**config.mk**
```make
export PLATFORM = sky130hd
export DESIGN_NAME = lsu_align
export DESIGN_NICKNAME = d
export VERILOG_FILES = /design/src/rtl/lsu_align.sv
export SDC_FILE = /design/constraint.sdc
export NUM_CORES = 1
export LEC_CHECK = 0
export ABC_AREA = 1
export CAP_MARGIN = 10
export CORE_MARGIN = 2
export CORE_UTILIZATION = 36
export CTS_CLUSTER_SIZE = 10
export DETAILED_ROUTE_END_ITERATION = 10
export PLACE_DENSITY_LB_ADDON = 0.25
export REMOVE_ABC_BUFFERS = 1
export SLEW_MARGIN = 0
export SYNTH_ARGS = -nofsm -noshare
export SYNTH_HDL_FRONTEND = slang
export SYNTH_SLANG_ARGS = --single-unit
```
**constraint.sdc**
```tcl
create_clock -name clk -period 2.3 [get_ports clk]
set_input_delay 0.46 -clock clk [delete_from_list [all_inputs] [get_ports clk]]
set_output_delay 0.46 -clock clk [all_outputs]
set_load 0.01 [all_outputs]
```
**src/rtl/lsu_align.sv**
```systemverilog
// lsu_align: byte-addressed RV32I load/store front end for a word-addressed
// data memory with a one-cycle registered read. One request in flight.
//
// Handshake: a request transfers on the rising edge where req_valid and
// req_ready are both high; a response transfers on the rising edge where
// resp_valid and resp_ready are both high. While resp_valid is high,
// resp_data and resp_err hold steady until that transfer.
module lsu_align #(
  parameter int ADDR_WIDTH = 15
) (
  input  logic        clk,
  input  logic        rst_n,
  input  logic        req_valid,
  output logic        req_ready,
  input  logic        req_we,
  input  logic [2:0]  req_funct3,
  input  logic [31:0] req_addr,
  input  logic [31:0] req_wdata,
  output logic [3:0]  wmem,
  output logic [4:0]  rmem,
  output logic [31:0] mem_addr,
  output logic [31:0] store_data,
  input  logic [31:0] load_data,
  output logic        resp_valid,
  input  logic        resp_ready,
  output logic [31:0] resp_data,
  output logic        resp_err
);

  typedef enum logic [1:0] {
    IDLE  = 2'd0,
    LWAIT = 2'd1,
    RESP  = 2'd2
  } state_t;

  state_t      state_q, state_d;
  logic [4:0]  mode_q, mode_d;
  logic [31:0] resp_data_q, resp_data_d;
  logic        resp_err_q, resp_err_d;

  logic        accept;
  logic [1:0]  size;
  logic        funct_ok;
  logic        align_ok;
  logic        legal;
  logic [3:0]  lane_mask;
  logic        load_signed;
  logic [31:0] load_ext;

  // Byte-address bits above the memory's word index are intentionally dropped.
  logic unused_addr_bits;
  assign unused_addr_bits = ^req_addr[31:ADDR_WIDTH+2];

  // Request decode: legality, lane mask and signedness of the access.
  always_comb begin
    accept = req_valid & (state_q == IDLE);
    size   = req_funct3[1:0];
    if (req_we) begin
      funct_ok = ~req_funct3[2] & (size != 2'b11);
    end else begin
      funct_ok = (size != 2'b11) & ~(req_funct3[2] & (size == 2'b10));
    end
    case (size)
      2'b00:   align_ok = 1'b1;
      2'b01:   align_ok = ~req_addr[0];
      2'b10:   align_ok = (req_addr[1:0] == 2'b00);
      default: align_ok = 1'b0;
    endcase
    legal = funct_ok & align_ok;
    case (size)
      2'b00:   lane_mask = 4'b0001 << req_addr[1:0];
      2'b01:   lane_mask = req_addr[1] ? 4'b1100 : 4'b0011;
      2'b10:   lane_mask = 4'b1111;
      default: lane_mask = 4'b0000;
    endcase
    load_signed = ~req_funct3[2] & (size != 2'b10);
  end

  // Memory-side drive: only during an accepting cycle, only for legal accesses.
  always_comb begin
    wmem       = 4'b0000;
    rmem       = 5'b00000;
    mem_addr   = 32'd0;
    store_data = 32'd0;
    if (accept) begin
      mem_addr   = {{(32-ADDR_WIDTH){1'b0}}, req_addr[ADDR_WIDTH+1:2]};
      store_data = req_wdata;
      if (legal) begin
        if (req_we) begin
          wmem = lane_mask;
        end else begin
          rmem = {load_signed, lane_mask};
        end
      end
    end
  end

  // Lane extraction of the returned word using the latched load mode.
  always_comb begin
    load_ext = load_data;
    case (mode_q[3:0])
      4'b0001: load_ext = {{24{mode_q[4] & load_data[7]}},  load_data[7:0]};
      4'b0010: load_ext = {{24{mode_q[4] & load_data[15]}}, load_data[15:8]};
      4'b0100: load_ext = {{24{mode_q[4] & load_data[23]}}, load_data[23:16]};
      4'b1000: load_ext = {{24{mode_q[4] & load_data[31]}}, load_data[31:24]};
      4'b0011: load_ext = {{16{mode_q[4] & load_data[15]}}, load_data[15:0]};
      4'b1100: load_ext = {{16{mode_q[4] & load_data[31]}}, load_data[31:16]};
      default: load_ext = load_data;
    endcase
  end

  // Next-state logic for the IDLE -> (LWAIT) -> RESP -> IDLE sequence.
  always_comb begin
    state_d     = state_q;
    mode_d      = mode_q;
    resp_data_d = resp_data_q;
    resp_err_d  = resp_err_q;
    case (state_q)
      IDLE: begin
        if (accept) begin
          if (legal & ~req_we) begin
            mode_d  = rmem;
            state_d = LWAIT;
          end else begin
            resp_data_d = 32'd0;
            resp_err_d  = ~legal;
            state_d     = RESP;
          end
        end
      end
      LWAIT: begin
        resp_data_d = load_ext;
        resp_err_d  = 1'b0;
        state_d     = RESP;
      end
      RESP: begin
        if (resp_ready) begin
          resp_data_d = 32'd0;
          resp_err_d  = 1'b0;
          state_d     = IDLE;
        end
      end
      default: state_d = IDLE;
    endcase
  end

  // State and response registers; reset discards any pending response.
  always_ff @(posedge clk or negedge rst_n) begin
    if (!rst_n) begin
      state_q     <= IDLE;
      mode_q      <= 5'd0;
      resp_data_q <= 32'd0;
      resp_err_q  <= 1'b0;
    end else begin
      state_q     <= state_d;
      mode_q      <= mode_d;
      resp_data_q <= resp_data_d;
      resp_err_q  <= resp_err_d;
    end
  end

  assign req_ready  = (state_q == IDLE);
  assign resp_valid = (state_q == RESP);
  assign resp_data  = resp_data_q;
  assign resp_err   = resp_err_q;

endmodule

```
==> flow_summary.ini, run 1 <==
[run_status]
status = finished clean

[power]
seq_power_share = 0.238
power_frac_clock = 0.133
ir_worst_vdd_v = 0.0004713
p_leak_nw = 2.885
switching_share = 0.4645
p_sw_mw = 1.964
finalPower_mw = 4.228
p_comb_frac = 0.629
internal_power_mw = 2.264
power.density_nw_per_um2 = 826.4

[synthesis]
synthMostInstantiatedCell = nand2_1
async_flop_share = 1.000
ys.flop_type = dfrtp_1
synth_common_cells = nand2_1 (172), nor2_1 (90), inv_1 (67)
ys_ff_latch = 40
synth_cells = 510
synthDistinctLibCells = 32
netlist_area_um2 = 3098
yosysWarnings = 0
synth_top_area_cell = dfrtp_1
syn_area_per_cell_um2 = 6.074
synth_edf_count = 0
synthTopCellsByArea = dfrtp_1 (32%), nand2_1 (21%), nor2_1 (11%), inv_1 (8.1%), nand3_1 (5.8%)
yosysTopAreaCellShare = 0.3231
synth-seq-area-share = 0.3231

[cts]
clockBufferDepth = 2
cts_num_sinks = 40
cts_root_buf = clkbuf_8
tritoncts = yes
insertion_delay_ps = 290
numCtsBuffers = 5
clkTransAtPathRegs_ps = 80
htreeDepth = 2

[setup_path]
path_class = in2out
critPathSlowestCell = clkdlybuf4s50_1
cp_num_buf_inv = 3
crit_family = buffers and inverters
end_kind = output pin
critPathLaunchType = input pin
critPathMaxStageDelay_ps = 430
crit_chain = clkdlybuf4s50_1 -> inv_2 -> nand2_1 -> nand2_2 -> nand3_1 -> or2_4 -> nor2_1 -> buf_2
critPathMaxFanout = 5
worstPathRequired_ps = 1840
critical_path_arrival_ps = 1760

[final_layout]
postLayoutCoreUtil = 0.6165
fillers = 788
area_growth_syn_to_layout_pct = 65.15
diodes = 0
fin_cells = 812
layout-drive-gt1-share = 0.1018
nNetsFinal = 814

[floorplan]
pin_count = 212
dieArea_um2 = 9363
num_rows = 33
coreArea_um2 = 8299
die_x_um = 96.77
start_util = 0.3733
die_y_um = 96.77

[routing]
routed_wl_um = 10290
route.detailed.drc = 0
antenna_left = 0
firstDrtPassIters = 5
wl_per_cell_um = 12.68
vias = 3682
initialDrtViolationCount = 168
via_per_inst = 4.534

[timing]
holdWs_ps = 281.1
worst_pin_slew_ps = 878.3
slew_viol_final = 0
setup_viol = 0
finalClockSkew_ps = 8.877
slew_headroom = 0.4145
period_share = 0.9633
final_hold_viol_count = 0
min_period_ps = 2215
fin_setup_tns_ps = 0
clock.fmax_mhz = 451.4

[global_routing]
grt_first_pass_wirelength_um = 17070
grt_pass1_vias = 3725
antenna_found_initial = 0
grt_max_degree = 48
groute.usage.overall = 0.2160
grt_overflow = 0

[place]
place_inst = 801
port_buffers = 179
dp_hpwl_um = 8293
gp_congestion = 0.8866

[hold_path]
min_path_type = in2async

[run]
drv_cap = 0
timing repair:
item,CTS,global route
setup buffers,3,0
hold buffers,0,0
resized for setup,82,8
setup endpoints to repair,56,5
hold endpoints to repair,0,0
pin swaps,1,0
cells by family (layout without fill, tap and decap cells):
family          Yosys count  in the layout  share of synthesized area
simple gates            322            322                     0.4374
buf+inv                 108            289                     0.1636
flops                    40             40                     0.3231
compound gates           35             35                    0.05856
fa+ha+maj                 4              4                    0.01616
other cells               1             17                   0.001210
area by class of cell:
class | count | area [um^2] | area share
sequential | 40 | 1001 | 0.1956
multi-input combinational | 378 | 1668 | 0.3260
timing repair buffer | 207 | 1931 | 0.3774
clock inverter | 2 | 35.03 | 0.006848
inverter | 74 | 277.8 | 0.05429
tap | 105 | 131.4 | 0.02568
clock buffer | 6 | 72.57 | 0.01418
power groups by stage:
| stage | clock network, mW | logic [mW] | registers, mW |
|---|---|---|---|
| after floorplan | 0 | 1.44 | 1.04 |
| after global placement | 0 | 2.72 | 1.01 |
| after detailed placement | 0 | 2.76 | 1.02 |
| after CTS | 0.582 | 2.68 | 1.01 |
| after global routing | 0.598 | 2.99 | 1.03 |
| final | 0.563 | 2.66 | 1.01 |
sequential cells by signal, summed over array words and instances, names as in the netlist:
signal,cells
resp_err,1
mode_q,5
state_q,2
resp_data,32
per-stage QoR:
stage               area (um^2)  setup slack, ps
finish                     5116            84.52
global placement           5072           -387.7
floorplan                  2929           -318.7
detailed placement         5072           -497.9
CTS                        5134            5.608
global route               5116           -18.15
cells in the final DEF (no fill, tap or decap):
| cell type | count |
|---|---|
| a21oi_1 | 1 |
| a31oi_1 | 4 |
| and3_1 | 3 |
| buf_12 | 3 |
| buf_2 | 8 |
| buf_4 | 25 |
| bufinv_16 | 1 |
| clkbuf_1 | 1 |
| clkbuf_2 | 1 |
| clkbuf_8 | 5 |
| clkdlybuf4s50_1 | 119 |
| clkinv_1 | 1 |
| clkinv_2 | 1 |
| conb_1 | 17 |
| dfrtp_1 | 40 |
| dlygate4sd2_1 | 51 |
| ha_1 | 4 |
| inv_1 | 66 |
| inv_2 | 7 |
| nand2_1 | 168 |
| nand2_2 | 5 |
| nand2_4 | 2 |
| nand3_1 | 36 |
| nand3_4 | 1 |
| nand3b_1 | 1 |
| nand3b_2 | 1 |
| nand4_1 | 4 |
| nor2_1 | 88 |
| nor2_2 | 7 |
| nor2_4 | 3 |
| nor3_1 | 1 |
| o21ai_0 | 25 |
| o21ai_1 | 4 |
| o22ai_1 | 1 |
| or2_2 | 1 |
| or2_4 | 1 |
worst paths after layout:
path	startpoint	end	slack (ps)	depth (start not counted)
setup reg to reg	state_q[0]$_DFFE_PN0P_	resp_data[13]$_DFFE_PN0P_	330	10
max in group asynchronous	rst_n	state_q[0]$_DFFE_PN0P_	1460	1
min in group clk	resp_data[11]$_DFFE_PN0P_	resp_data[11]$_DFFE_PN0P_	480	2
hold reg to reg	resp_data[11]$_DFFE_PN0P_	resp_data[11]$_DFFE_PN0P_	480	2
setup / recovery	req_we	rmem[3]	80	8
hold / removal	rst_n	resp_data[0]$_DFFE_PN0P_	280	1
layer usage:
metal  track usage  wire length (um)  vias to the layer above
li1              -                 -                     1896
met1        0.2550              4129                     1608
met2        0.3878              5249                      154
met3       0.04191               625                       24
met4       0.07801               290                        0
met5             0                 0                        -
No activity file was read; power rests on OpenSTA's default activity.
==> run 2, diff against run 1 <==
- SKIP_CTS_REPAIR_TIMING: default -> 1
==> flow_summary.ini, run 2 (synthesis gave the netlist of run 1 again) <==
[timing]
min_period_ps = 2228
finalClockSkew_ps = 6.752
period_share = 0.9687
fin_setup_tns_ps = 0
setup_viol = 0
worst_pin_slew_ps = 875.9
final_hold_viol_count = 0
holdWs_ps = 282.4
slew_viol_final = 0
slew_headroom = 0.4161
clock.fmax_mhz = 448.8

[routing]
route.detailed.drc = 0
antenna_left = 0
routed_wl_um = 10530
via_per_inst = 4.606
vias = 3745
initialDrtViolationCount = 143
wl_per_cell_um = 12.96
firstDrtPassIters = 4

[power]
seq_power_share = 0.231
ir_worst_vdd_v = 0.0004789
p_leak_nw = 3.577
p_comb_frac = 0.640
power_frac_clock = 0.129
p_sw_mw = 1.988
internal_power_mw = 2.374
power.density_nw_per_um2 = 813.3
switching_share = 0.4558

[setup_path]
crit_path_frequent_cell = nand2_1
critPathSlowestCell = clkdlybuf4s50_1
critPathMaxStageDelay_ps = 430
critical_path_arrival_ps = 1770
crit_chain = clkdlybuf4s50_1 -> inv_2 -> nand2_1 -> nand2_1 -> nand3_1 -> or2_4 -> nor2_1 -> dlymetal6s2s_1
critPathLaunchType = input pin
end_kind = output pin
worstPathRequired_ps = 1840
critPathMaxFanout = 5
path_class = in2out

[global_routing]
groute.usage.overall = 0.2138
antenna_found_initial = 0
grt_pass1_vias = 3697
grt_first_pass_wirelength_um = 16900
grt_overflow = 0
grt_max_degree = 48

[cts]
cts_num_sinks = 40
insertion_delay_ps = 290
clockBufferDepth = 2
htreeDepth = 2
numCtsBuffers = 5
tritoncts = yes
cts_root_buf = clkbuf_8
clkTransAtPathRegs_ps = 80

[floorplan]
pin_count = 212
dieArea_um2 = 9363
die_y_um = 96.77
num_rows = 33
die_x_um = 96.77
start_util = 0.3733
coreArea_um2 = 8299

[final_layout]
final_common_cell = nand2_1
area_growth_syn_to_layout_pct = 73.10
final_area_um2 = 5363
multi_input_comb_area_um2 = 1668
largest_reg_flops = 32
mostFrequentLayoutCells = nand2_1 (170), clkdlybuf4s50_1 (119), nor2_1 (89)
diodes = 0
register_area_um2 = 1001
layout-drive-gt1-share = 0.09463
nNetsFinal = 815
fillers = 732

[place]
postPlaceCellArea_um2 = 5072
dp_hpwl_um = 8293
port_buffers = 179
gp_congestion = 0.8866

[hold_path]
min_path_type = in2async

[run_status]
status = finished clean

[run]
drv_cap = 0
==> run 2: changes by cell type in the layout (fill, tap and decap cells not counted) <==
cell            change
ha_1                -1
ha_2                +1
nor2_1              +1
nor2_2              -1
dlymetal6s2s_1     +55
clkbuf_2            +2
nand2_2             -3
nand2_4             +1
nand2_1             +2
buf_2               -6
dlygate4sd2_1      -51
clkbuf_16           +1
==> run 2: worst paths after layout <==
kind,slack [ps],cells after the start,end,startpoint
setup reg to reg,340,10,resp_data[13]$_DFFE_PN0P_,state_q[1]$_DFFE_PN0P_
min in group clk,480,2,resp_data[11]$_DFFE_PN0P_,resp_data[11]$_DFFE_PN0P_
hold reg to reg,480,2,resp_data[11]$_DFFE_PN0P_,resp_data[11]$_DFFE_PN0P_
hold / removal,280,1,resp_data[0]$_DFFE_PN0P_,rst_n
setup / recovery,70,8,rmem[3],req_addr[1]
max in group asynchronous,1460,1,state_q[0]$_DFFE_PN0P_,rst_n
==> run 2: routing by layer <==
metal | global-route usage | routed length, um | up-vias | share of wire
met5 | 0 | 0 | - | 0
li1 | - | - | 1901 | -
met2 | 0.3798 | 5397 | 150 | 0.51
met4 | 0.08234 | 331 | 0 | 0.031
met3 | 0.04191 | 617 | 28 | 0.059
met1 | 0.2536 | 4187 | 1666 | 0.40
==> run 2: power by group through the flow <==
stage / clock (mW) / combinational (mW) / sequential (mW)
floorplan: 0 / 1.44 / 1.04
global placement: 0 / 2.72 / 1.01
detailed placement: 0 / 2.76 / 1.02
CTS: 0.582 / 2.78 / 1.01
global route: 0.598 / 3.13 / 1.03
finish: 0.565 / 2.79 / 1.01
==> run 2: layout make-up <==
class,instances,area share
clock inverters,2,0.006533
flip-flops and latches,40,0.1867
clock buffers,6,0.01353
repair buffers,208,0.4060
well taps,105,0.02450
multi-input cells,378,0.3110
inverters,74,0.05180
==> run 2: per-stage QoR <==
step / setup WS, ps / util / instances / total power [mW]
CTS: -501.6 / 0.6242 / 809 / 4.368
finish: 72.02 / 0.6462 / 813 / 4.361
global placement: -387.7 / 0.6112 / 801 / 3.730
global route: -20.23 / 0.6462 / 813 / 4.756
floorplan: -318.7 / - / 492 / 2.477
detailed placement: -497.9 / 0.6112 / 801 / 3.776
==> run 2: critical path: cells and delay by family <==
kind                   cells  cell delay, ps
buffers and inverters      3             680
AND/OR/NAND/NOR            5             630
